[config.mk]
export PLATFORM = sky130hd
export DESIGN_NAME = mkio_tx_encoder_flat
export DESIGN_NICKNAME = d
export VERILOG_FILES = /design/src/rtl/mkio_pkg.sv /design/src/rtl/mkio_tx_encoder_if.sv /design/src/rtl/mkio_half_bit_tick.sv /design/src/rtl/mkio_tx_encoder.sv /design/src/flat_wrapper.sv
export SDC_FILE = /design/constraint.sdc
export NUM_CORES = 1
export LEC_CHECK = 0
export ABC_AREA = 1
export ABC_CLOCK_PERIOD_IN_PS = 2880
export CAP_MARGIN = 20
export CORE_ASPECT_RATIO = 1.75
export CORE_MARGIN = 8
export CORE_UTILIZATION = 50
export CTS_BUF_LIST = sky130_fd_sc_hd__clkbuf_16
export DETAILED_ROUTE_END_ITERATION = 8
export PLACE_DENSITY_LB_ADDON = 0.2
export SLEW_MARGIN = 20
export SYNTH_ARGS = -nofsm -noshare
export SYNTH_HDL_FRONTEND = slang
export SYNTH_SLANG_ARGS = --single-unit
export TNS_END_PERCENT = 100
[constraint.sdc]
create_clock -name clk -period 2.88 [get_ports clk]
set_clock_uncertainty 0.2 [all_clocks]
set_input_delay 0.576 -clock clk [delete_from_list [all_inputs] [get_ports clk]]
set_output_delay 0.576 -clock clk [all_outputs]
set_load 0.02 [all_outputs]
[src/rtl/mkio_pkg.sv]
// Shared definitions for the MKIO Manchester-II transmit path:
// state encoding, word timing constants and the per-word half-bit pattern.
package mkio_pkg;

   typedef enum logic [1:0] {
      ST_IDLE,
      ST_SYNC,
      ST_DATA,
      ST_PAR
   } tx_state_t;

   localparam int SYNC_HALF_BITS = 6;
   localparam int DATA_HALF_BITS = 32;
   localparam int WORD_HALF_BITS = 40;

   // One bit per half-bit, first half-bit in the MSB; 1 = line high.
   localparam logic [SYNC_HALF_BITS-1:0] SYNC_CMD  = 6'b111000;
   localparam logic [SYNC_HALF_BITS-1:0] SYNC_DATA = 6'b000111;

   // Full 40 half-bit line sequence of a word, first half-bit in the MSB.
   function automatic logic [WORD_HALF_BITS-1:0] word_pattern(input logic [15:0] data,
                                                             input logic        cd);
      logic [DATA_HALF_BITS-1:0] body;
      logic                      par;
      for (int i = 0; i < 16; i++) begin
         body[2*i +: 2] = data[i] ? 2'b10 : 2'b01;
      end
      par = ~^data;
      return {cd ? SYNC_DATA : SYNC_CMD, body, par ? 2'b10 : 2'b01};
   endfunction

endpackage

[src/rtl/mkio_tx_encoder_if.sv]
// Device-side request / line-side status bundle of the MKIO word encoder.
interface mkio_tx_if;
   logic [15:0] tx_data;
   logic        tx_cd;
   logic        tx_ready;
   logic        tx_p;
   logic        tx_n;
   logic        tx_en;
   logic        busy;
   logic        done;
   logic        drop;

   modport master (
      output tx_data, tx_cd, tx_ready,
      input  tx_p, tx_n, tx_en, busy, done, drop
   );

   modport slave (
      input  tx_data, tx_cd, tx_ready,
      output tx_p, tx_n, tx_en, busy, done, drop
   );
endinterface

[src/rtl/mkio_half_bit_tick.sv]
// Half-bit divider: counts 0..CLK_DIV-1 while running and flags the terminal count.
module mkio_half_bit_tick #(
   parameter int CLK_DIV = 25
) (
   input  logic clk,
   input  logic reset,
   input  logic clear,
   input  logic run,
   output logic tick
);

   logic [7:0] div_cnt;

   assign tick = run && (div_cnt == 8'(CLK_DIV - 1));

   // NOTE: sequential state is always written with <= so every flop samples
   // the pre-edge values of its neighbours, independent of statement order.
   always_ff @(posedge clk) begin
      if (reset || clear) begin
         div_cnt <= '0;
      end else if (run) begin
         div_cnt <= tick ? 8'd0 : div_cnt + 8'd1;
      end
   end

endmodule

[src/rtl/mkio_tx_encoder.sv]
// MKIO / MIL-STD-1553 Manchester-II word encoder: sync, 16 data bits MSB first,
// odd parity, onto a registered differential driver pair.
module mkio_tx_encoder
   import mkio_pkg::*;
#(
   parameter int CLK_DIV = 25
) (
   input  logic     clk,
   input  logic     reset,
   mkio_tx_if.slave bus
);

   tx_state_t                 state;
   logic                      rdy_q;
   logic [5:0]                half_cnt;
   logic [WORD_HALF_BITS-2:0] shift_q;
   logic [WORD_HALF_BITS-1:0] launch_pat;
   logic                      request;
   logic                      accept;
   logic                      run;
   logic                      tick;

   assign request    = bus.tx_ready & ~rdy_q;
   assign accept     = request && (state == ST_IDLE);
   assign run        = (state != ST_IDLE);
   assign launch_pat = word_pattern(bus.tx_data, bus.tx_cd);

   mkio_half_bit_tick #(.CLK_DIV(CLK_DIV)) u_tick (
      .clk   (clk),
      .reset (reset),
      .clear (accept),
      .run   (run),
      .tick  (tick)
   );

   // Outputs are loaded with the level of the half-bit that starts next cycle,
   // so the line is driven straight from flops.
   always_ff @(posedge clk) begin
      if (reset) begin
         // NOTE: rdy_q resets high so a request held across reset is not an edge.
         rdy_q     <= 1'b1;
         state     <= ST_IDLE;
         half_cnt  <= '0;
         shift_q   <= '0;
         bus.tx_p  <= 1'b0;
         bus.tx_n  <= 1'b0;
         bus.tx_en <= 1'b0;
         bus.busy  <= 1'b0;
         bus.done  <= 1'b0;
         bus.drop  <= 1'b0;
      end else begin
         rdy_q    <= bus.tx_ready;
         bus.done <= 1'b0;
         bus.drop <= request && run;

         if (accept) begin
            state     <= ST_SYNC;
            half_cnt  <= '0;
            shift_q   <= launch_pat[WORD_HALF_BITS-2:0];
            bus.tx_p  <= launch_pat[WORD_HALF_BITS-1];
            bus.tx_n  <= ~launch_pat[WORD_HALF_BITS-1];
            bus.tx_en <= 1'b1;
            bus.busy  <= 1'b1;
         end else if (run && tick) begin
            if (half_cnt == 6'(WORD_HALF_BITS - 1)) begin
               state     <= ST_IDLE;
               bus.tx_p  <= 1'b0;
               bus.tx_n  <= 1'b0;
               bus.tx_en <= 1'b0;
               bus.busy  <= 1'b0;
               bus.done  <= 1'b1;
            end else begin
               half_cnt <= half_cnt + 6'd1;
               shift_q  <= {shift_q[WORD_HALF_BITS-3:0], 1'b0};
               bus.tx_p <= shift_q[WORD_HALF_BITS-2];
               bus.tx_n <= ~shift_q[WORD_HALF_BITS-2];
               if (state == ST_SYNC && half_cnt == 6'(SYNC_HALF_BITS - 1)) begin
                  state <= ST_DATA;
               end else if (state == ST_DATA &&
                            half_cnt == 6'(SYNC_HALF_BITS + DATA_HALF_BITS - 1)) begin
                  state <= ST_PAR;
               end
            end
         end
      end
   end

endmodule

[src/flat_wrapper.sv]
// flat-port wrapper written by rule: the top's interface ports become plain ports
module mkio_tx_encoder_flat import mkio_pkg::*;
#(
   parameter int CLK_DIV = 25
)
  (clk, reset, bus_tx_data, bus_tx_cd, bus_tx_ready, bus_tx_p, bus_tx_n, bus_tx_en, bus_busy, bus_done, bus_drop);
  mkio_tx_if bus_i ();
  input  logic clk;
  input  logic reset;
  input wire logic [$bits(bus_i.tx_data)-1:0] bus_tx_data;
  input wire logic [$bits(bus_i.tx_cd)-1:0] bus_tx_cd;
  input wire logic [$bits(bus_i.tx_ready)-1:0] bus_tx_ready;
  output wire logic [$bits(bus_i.tx_p)-1:0] bus_tx_p;
  output wire logic [$bits(bus_i.tx_n)-1:0] bus_tx_n;
  output wire logic [$bits(bus_i.tx_en)-1:0] bus_tx_en;
  output wire logic [$bits(bus_i.busy)-1:0] bus_busy;
  output wire logic [$bits(bus_i.done)-1:0] bus_done;
  output wire logic [$bits(bus_i.drop)-1:0] bus_drop;
  assign bus_i.tx_data = bus_tx_data;
  assign bus_i.tx_cd = bus_tx_cd;
  assign bus_i.tx_ready = bus_tx_ready;
  assign bus_tx_p = bus_i.tx_p;
  assign bus_tx_n = bus_i.tx_n;
  assign bus_tx_en = bus_i.tx_en;
  assign bus_busy = bus_i.busy;
  assign bus_done = bus_i.done;
  assign bus_drop = bus_i.drop;
  mkio_tx_encoder #(.CLK_DIV(CLK_DIV)) u_core (.clk(clk), .reset(reset), .bus(bus_i));
endmodule
==> summary.txt, run 1 <==
CTS root buffer = clkbuf_16
Largest stage delay, worst path = 460 ps
Final Critical Period = 2470 ps
WP data required = 2880 ps
Final Non-Filler Cells = 530
WS Path Type = reg -> reg
Ys Warns = 0
DR iter-0 viols = 171
Seq/Total Area, Yosys = 41.0%
TritonCTS buffer count = 9
Placed Instances = 515
kind of start point of the critical path = flop
vias per cell = 5.13
hold_buf cts = 0
DP Area = 3250 um2
post-synthesis cell type with the largest combined area = dfxtp_1
Min-Delay Path Class = reg -> reg
# IOs = 26
worst-skew pair later-pin latency = 320 ps
CTS tree = yes
die width = 74.3 um
fmax = 404 MHz
PostCTS Resize Cnt = 0
Post-synth EDFFs = 0
Pins Over Slew Limit = 0
unrepaired setup endpoints after global routing = false
slowest stage cell, crit path = nor2_4
post-layout util = 60.1%
Die Span Y = 118 um
status = finished, final reports clean
post-synth top area share = 41.0%
initial core utilization = 51.0%
Port Buffers = 25
Final Setup Violations = 0
CP bufs+invs = 2
Synth cell types = 32
#FFs+latches synth = 61
Clk pin slew, worst setup/hold paths = 50 ps
Max Cap Violations = 0
CP top delay family = simple AND/OR/NAND/NOR gates
setup TNS = 0 ps
syn_area_per_cell = 7.00 um2
share of cells above drive strength 1 = 7.74%
worst slew pin tran = 948 ps
Worst Path Arrival = 2470 ps
first-pass GRT wire length = 11300 um
Leakage = 1.43 nW
total power = 1.96 mW
Relative slew margins = 36.7%
peak fanout along the critical path = 24
# Post-CTS Setup Buffers = 0
DRC Markers = 0
GPL Wtd Cong = 0.796
GRT overflow = 0
initial antenna violation count = 0
CORE AREA = 5830 um2
Finished Cell Area = 3500 um2
final worst-path cycle share = 85.9%
Syn Std Cell Area = 2980 um2
largest cells by area after synthesis = dfxtp_1, nand2_1, a21oi_1, nor2_1, inv_1
IR drop worst, VDD = 0.000344 V
die area = 8770 um2
Top FF cell, synth = dfxtp_1
final hold violations = 0
most frequent CP cell = nor2_4
Clock Sink Count = 61
number of global-route vias before repair = 2587
H-tree Lvls = 3
Synth Net Count = 449
final worst slack = 406 ps
area grow syn2layout = 17.7%
hold slack = 243 ps
Worst setup EP type = flop
P per Cell Area = 559 nW/um2
via count = 2721
drt first pass iters = 4
pre-CTS WS = -155 ps
Layout Nets = 473
WL final = 6790 um
routed wire length per instance = 12.8 um
Rows = 37
most frequent cell after synthesis = nand2_1
dpl hpwl = 4700 um
CP Cell Sequence = ha_1 -> inv_1 -> nor4_4 -> nor2_4 -> nor2_4 -> inv_2 -> o21ai_0 -> a21oi_1
Max clock buf depth = 2
Total Routing Usage GR = 16.2%
most instantiated cells after synthesis = nand2_1, dfxtp_1, a21oi_1
share of synthesized registers carrying an async set or reset = 0%
largest net degree at the start of global routing = 48
Gate Count Post-Synth = 425
post-route ant nets = 0
# diodes = 0
## worst register-to-register path, stage by stage (launching register included)
cell and delay (ps):
dfxtp_1 420, ha_1 230, inv_1 80, nor4_4 320
nor2_4 90, nor2_4 460, inv_2 270, o21ai_0 230
a21oi_1 50
## report_power, final
group / switching, mW / internal (mW) / leakage (nW)
Clock: 0.345 / 0.559 / 0.133
Combinational: 0.105 / 0.0728 / 0.800
Sequential: 0.0104 / 0.866 / 0.494
## placed cells by master, fill, tap and decap left out, types with 2 or more instances in the layout
cell type | Yosys | layout
nand2_1 | 132 | 132
clkdlybuf4s50_1 | 0 | 25
xor2_1 | 4 | 4
clkbuf_16 | 0 | 9
o211ai_1 | 8 | 8
a31oi_1 | 11 | 11
or2_2 | 8 | 8
buf_4 | 5 | 4
o21ai_0 | 19 | 19
nor2_4 | 3 | 3
inv_1 | 35 | 37
xnor2_1 | 6 | 6
a21oi_1 | 43 | 43
nor2_1 | 42 | 42
ha_1 | 4 | 4
nor2_2 | 1 | 2
nand3_1 | 12 | 12
nor3b_1 | 3 | 3
inv_2 | 2 | 2
nor3_1 | 4 | 4
dfxtp_1 | 61 | 61
clkinv_2 | 0 | 3
## path summary, 6_finish.rpt
kind | start | slack, ps | to | cells past startpoint
max | u_core.half_cnt[0] | 410 | u_core.shift_q[1] | 8
min | u_core.rdy_q | 240 | u_core.bus.drop | 1
max reg2reg | u_core.half_cnt[0] | 410 | u_core.shift_q[1] | 8
min reg2reg | u_core.rdy_q | 240 | u_core.bus.drop | 1
## flip-flops by register name, indices dropped and copies added, names as in the netlist
register,cells
u_core.shift_q,39
u_core.u_tick.div_cnt,8
u_core.half_cnt,6
u_core.state,2
u_core.bus.done,1
u_core.bus.drop,1
u_core.bus.tx_en,1
u_core.bus.tx_n,1
u_core.bus.tx_p,1
u_core.rdy_q,1
## routing by layer
layer  part of all wire, %  GRT usage (%)  routed length, um
met4                   2.6           9.01                175
met1                    42           17.3               2870
met3                   3.4           4.10                232
met5                     0              0                  0
met2                    52           27.4               3500
## cell type report
| type | instances | area (um2) |
|---|---|---|
| clock buffers | 9 | 225 |
| multi-input cells | 310 | 1510 |
| repair buffers | 29 | 280 |
| flip-flops and latches | 61 | 1220 |
| clock inverters | 5 | 22.5 |
| fillers | 571 | 2330 |
| well taps | 78 | 97.6 |
| inverters | 38 | 143 |
## cell families after synthesis
kind of cell	synth area share, %
AOI/OAI and AO/OA	15.5
adders and majority gates	1.68
and+or+nand+nor	30.6
xor gates and xnor gates	2.94
buffers and inverters	8.28
DFF	41.0
Note: power is estimated with default switching activity, not from simulation.
==> inputs of run 2 (changes only) <==
--- a/config.mk
+++ b/config.mk
@@ -7,13 +7,13 @@
 export LEC_CHECK = 0
 export ABC_AREA = 1
 export ABC_CLOCK_PERIOD_IN_PS = 2880
-export CAP_MARGIN = 20
 export CORE_ASPECT_RATIO = 1.75
 export CORE_MARGIN = 8
 export CORE_UTILIZATION = 50
 export CTS_BUF_LIST = sky130_fd_sc_hd__clkbuf_16
 export DETAILED_ROUTE_END_ITERATION = 8
 export PLACE_DENSITY_LB_ADDON = 0.2
+export SETUP_SLACK_MARGIN = 0.15
 export SLEW_MARGIN = 20
 export SYNTH_ARGS = -nofsm -noshare
 export SYNTH_HDL_FRONTEND = slang
==> run 2 against run 1 <==
Against the previous run:
- largest cell class unchanged
- first-iteration DRC count shrank 2.9%
- fmax shrank 0.15%
- hold slack is essentially flat
- design area is the same
- sequential cell count is the same
==> summary.txt, run 2 (synthesis gave the netlist of run 1 again) <==
status = finished, final reports clean
PostCTS Resize Cnt = 0
WS Path Type = reg -> reg
final worst-path cycle share = 86.0%
initial antenna violation count = 0
kind of start point of the critical path = flop
WL final = 6770 um
routed wire length per instance = 12.8 um
final hold violations = 0
number of global-route vias before repair = 2609
max reg flops = 39
initial core utilization = 51.0%
pre-CTS WS = -155 ps
setup TNS = 0 ps
CTS tree = yes
# IOs = 26
Min-Delay Path Class = reg -> reg
post-route ant nets = 0
largest net degree at the start of global routing = 38
Worst Path Arrival = 2470 ps
Max clock buf depth = 2
CTS root buffer = clkbuf_16
# Post-CTS Setup Buffers = 0
Port Buffers = 25
vias per cell = 5.20
TritonCTS buffer count = 9
Layout Nets = 473
area grow syn2layout = 17.7%
IR drop worst, VDD = 0.000344 V
Clk pin slew, worst setup/hold paths = 50 ps
Clock Sink Count = 61
Leakage = 1.43 nW
peak fanout along the critical path = 24
GPL Wtd Cong = 0.796
GRT overflow = 0
via count = 2758
Die Span Y = 118 um
DRC Markers = 0
unrepaired setup endpoints after global routing = false
# diodes = 0
Largest regs = u_core.shift_q x39, u_core.u_tick.div_cnt x8, u_core.half_cnt x6
Pins Over Slew Limit = 0
Total Routing Usage GR = 16.6%
worst-skew pair later-pin latency = 320 ps
final worst slack = 402 ps
worst slew pin tran = 950 ps
drt first pass iters = 4
Worst setup EP type = flop
die width = 74.3 um
Final Setup Violations = 0
hold_buf cts = 0
die area = 8770 um2
Relative slew margins = 36.6%
Final Critical Period = 2480 ps
WP data required = 2880 ps
H-tree Lvls = 3
fmax = 404 MHz
Rows = 37
P per Cell Area = 558 nW/um2
DR iter-0 viols = 166
most frequent cells in the layout = nand2_1, dfxtp_1, a21oi_1, nor2_1, inv_1
commonest non-fill, non-tap cell in the layout = nand2_1
first-pass GRT wire length = 11600 um
dpl hpwl = 4700 um
Reg with most FFs = u_core.shift_q
share of cells above drive strength 1 = 7.74%
Max Cap Violations = 0
filler instances = 571
CORE AREA = 5830 um2
post-layout util = 60.1%
## run 2: cell counts in the layout (fill, tap and decap cells not counted)
Identical to the previous run, type by type.
## run 2: final timing paths
kind / to / depth (start not counted) / from / slack [ps]
max: u_core.shift_q[1] / 8 / u_core.half_cnt[0] / 400
min: u_core.bus.drop / 1 / u_core.rdy_q / 240
max reg2reg: u_core.shift_q[1] / 8 / u_core.half_cnt[0] / 400
min reg2reg: u_core.bus.drop / 1 / u_core.rdy_q / 240
## run 2: routing by layer
metal,routed length (um),vias to the layer above,GRT usage [%]
li1,-,1411,-
met1,2710,1255,18.0
met2,3570,82,28.1
met3,352,10,4.10
met4,141,0,9.14
met5,0,-,0
## run 2: final cells by class
class,instances,area [um2],area share [%]
multi-input cells,310,1510,43.2
flip-flops and latches,61,1220,34.9
repair buffers,29,280,8.00
clock buffers,9,225,6.43
inverters,38,143,4.07
well taps,78,97.6,2.79
clock inverters,5,22.5,0.643
## run 2: power by group
part / leakage, nW / internal, mW / switching (mW)
clock: 0.133 / 0.559 / 0.343
combinational: 0.800 / 0.0728 / 0.105
sequential: 0.494 / 0.866 / 0.0103
total: 1.43 / 1.50 / 0.458
## run 2: through the flow
step | power [mW] | area, um2 | hold slack, ps | cells
after floorplan | 1.01 | 2980 | 200 | 425
after global placement | 1.07 | 3250 | 212 | 515
after detailed placement | 1.07 | 3250 | 221 | 515
after CTS | 1.97 | 3500 | 240 | 530
after global routing | 2.03 | 3500 | 265 | 530
final | 1.95 | 3500 | 243 | 530
## run 2: critical path: stages, from the launching register on
cell	delay, ps
dfxtp_1	410
ha_1	230
inv_1	80
nor4_4	320
nor2_4	90
nor2_4	460
inv_2	270
o21ai_0	230
a21oi_1	50
==> inputs of run 3 (changes only) <==
--- a/config.mk
+++ b/config.mk
@@ -7,11 +7,13 @@
 export LEC_CHECK = 0
 export ABC_AREA = 1
 export ABC_CLOCK_PERIOD_IN_PS = 2880
+export CAP_MARGIN = 20
 export CORE_ASPECT_RATIO = 1.75
 export CORE_MARGIN = 8
 export CORE_UTILIZATION = 50
 export CTS_BUF_LIST = sky130_fd_sc_hd__clkbuf_16
 export DETAILED_ROUTE_END_ITERATION = 8
+export GPL_TIMING_DRIVEN = 0
 export PLACE_DENSITY_LB_ADDON = 0.2
 export SETUP_SLACK_MARGIN = 0.15
 export SLEW_MARGIN = 20
==> run 3 against run 2 <==
Against the previous run:
- first-iteration DRC count fell by 20%
- sequential power barely moved
- critical path depth did not move
- design area rose by 3.6%
- sequential share of layout area fell by 1.2 points
- global-route usage rose by 1.2 points
- sequential cell count did not move
- routed wire length rose by 6.8%
- clock power rose by 24%
- core utilization rose by 2.2 points
- fmax rose by 12%
==> summary.txt, run 3 (synthesis gave the netlist of run 1 again) <==
Largest stage delay, worst path = 400 ps
CP Launch Point = bus_tx_ready
hold_buf cts = 0
worst hold start = u_core.rdy_q
Final Setup Violations = 0
Switching Share = 22.7%
fmax = 450 MHz
final hold violations = 0
Reg with most FFs = u_core.shift_q
largest net degree at the start of global routing = 11
via count = 2834
post-route ant nets = 0
# IOs = 26
commonest non-fill, non-tap cell in the layout = nand2_1
vias per cell = 5.21
Reg power frac = 40.1%
die area = 8770 um2
Clk pin slew, worst setup/hold paths = 50 ps
peak fanout along the critical path = 9
first-pass GRT wire length = 12300 um
net switching component of the power = 495 uW
unrepaired setup endpoints after global routing = false
number of global-route vias before repair = 2869
Power Internal = 1.69 mW
Port Buffers = 25
die width = 74.3 um
Die Span Y = 118 um
GPL Wtd Cong = 0.807
WS Path Type = in -> reg
r2r startpoint = u_core.half_cnt[0]
Finished Cell Area = 3630 um2
status = finished, final reports clean
Worst setup EP type = flop
setup TNS = 0 ps
worst slew pin tran = 515 ps
GRT overflow = 0
initial antenna violation count = 0
P per Cell Area = 601 nW/um2
drt first pass iters = 4
CP top delay family = buffers and inverters
# diodes = 0
Layout Nets = 485
CP Cell Sequence = clkdlybuf4s50_1 -> inv_1 -> nor2_1 -> nand2_1 -> inv_1 -> nor2_1 -> clkinv_1 -> a211oi_1
Max Cap Violations = 0
Clock power frac = 51.2%
TritonCTS buffer count = 9
DRC Markers = 0
kind of start point of the critical path = input port
CORE AREA = 5830 um2
WP data required = 2920 ps
CTS root buffer = clkbuf_16
CTS tree = yes
Max clock buf depth = 2
Largest regs = u_core.shift_q x39, u_core.u_tick.div_cnt x8, u_core.half_cnt x6
Leakage = 1.49 nW
WL final = 7230 um
Comb pwr share = 8.7%
PostCTS Resize Cnt = 0
Min-Delay Path Class = reg -> reg
Relative slew margins = 65.7%
H-tree Lvls = 3
worst-skew pair later-pin latency = 330 ps
final worst slack = 658 ps
routed wire length per instance = 13.3 um
final worst-path cycle share = 77.1%
IR drop worst, VDD = 0.000381 V
CP bufs+invs = 4
Clock Sink Count = 61
max reg flops = 39
share of cells above drive strength 1 = 9.23%
# Post-CTS Setup Buffers = 0
Total Routing Usage GR = 17.8%
Worst Path Arrival = 2260 ps
hold slack = 245 ps
Final Critical Period = 2220 ps
area grow syn2layout = 22.0%
dpl hpwl = 5320 um
slowest stage cell, crit path = clkdlybuf4s50_1
most frequent cells in the layout = nand2_1, dfxtp_1, a21oi_1, nor2_1, inv_1
DR iter-0 viols = 132
pre-CTS WS = 349 ps
Rows = 37
DP Area = 3320 um2
initial core utilization = 51.0%
Pins Over Slew Limit = 0
post-layout util = 62.2%
run 3: cell types whose count changed in the layout (fill, tap and decap cells not counted), moves of 2 or more:
cell and delta:
buf_2 +5, clkbuf_1 +5, buf_6 +2, bufinv_16 +2
clkinv_1 +2
run 3: power groups by stage:
stage	Combinational (mW)	Sequential [mW]	Clock, mW
after floorplan	0.117	0.892	0
after global placement	0.186	0.891	0
after detailed placement	0.190	0.892	0
after CTS	0.191	0.875	1.12
after global routing	0.215	0.876	1.17
final	0.189	0.875	1.12
run 3: layout make-up:
class / count / area [um2]
multi-input cells: 309 / 1510
well taps: 78 / 97.6
plain buffers: 17 / 104
fillers: 576 / 2200
repair buffers: 25 / 250
flip-flops and latches: 61 / 1220
inverters: 38 / 143
clock inverters: 7 / 81.3
clock buffers: 9 / 225
run 3: metal layers:
metal	GRT usage (%)	share of wire [%]	vias up
li1	-	-	1441
met1	17.8	40	1328
met2	31.4	55	49
met3	4.10	3.1	16
met4	10.6	2.5	0
met5	0	0	-
run 3: path summary, 6_finish.rpt:
check,end,slack (ps),cells past startpoint
max,u_core.state[1],660,8
min,u_core.bus.drop,250,1
max reg2reg,u_core.shift_q[11],730,10
min reg2reg,u_core.bus.drop,250,1
run 3: worst reg2reg max path, stage by stage (launching register included):
cell and delay (ps):
dfxtp_1 420, ha_1 220, inv_1 70, nor4_4 330
nor2_4 120, nor2_4 130, buf_6 160, buf_6 160
nor2_2 40, o21ai_1 100, a21oi_2 70
run 3: metrics by stage:
step / cells / power (mW)
after floorplan: 425 / 1.01
after global placement: 528 / 1.08
after detailed placement: 528 / 1.08
after CTS: 544 / 2.18
after global routing: 544 / 2.26
final: 544 / 2.18
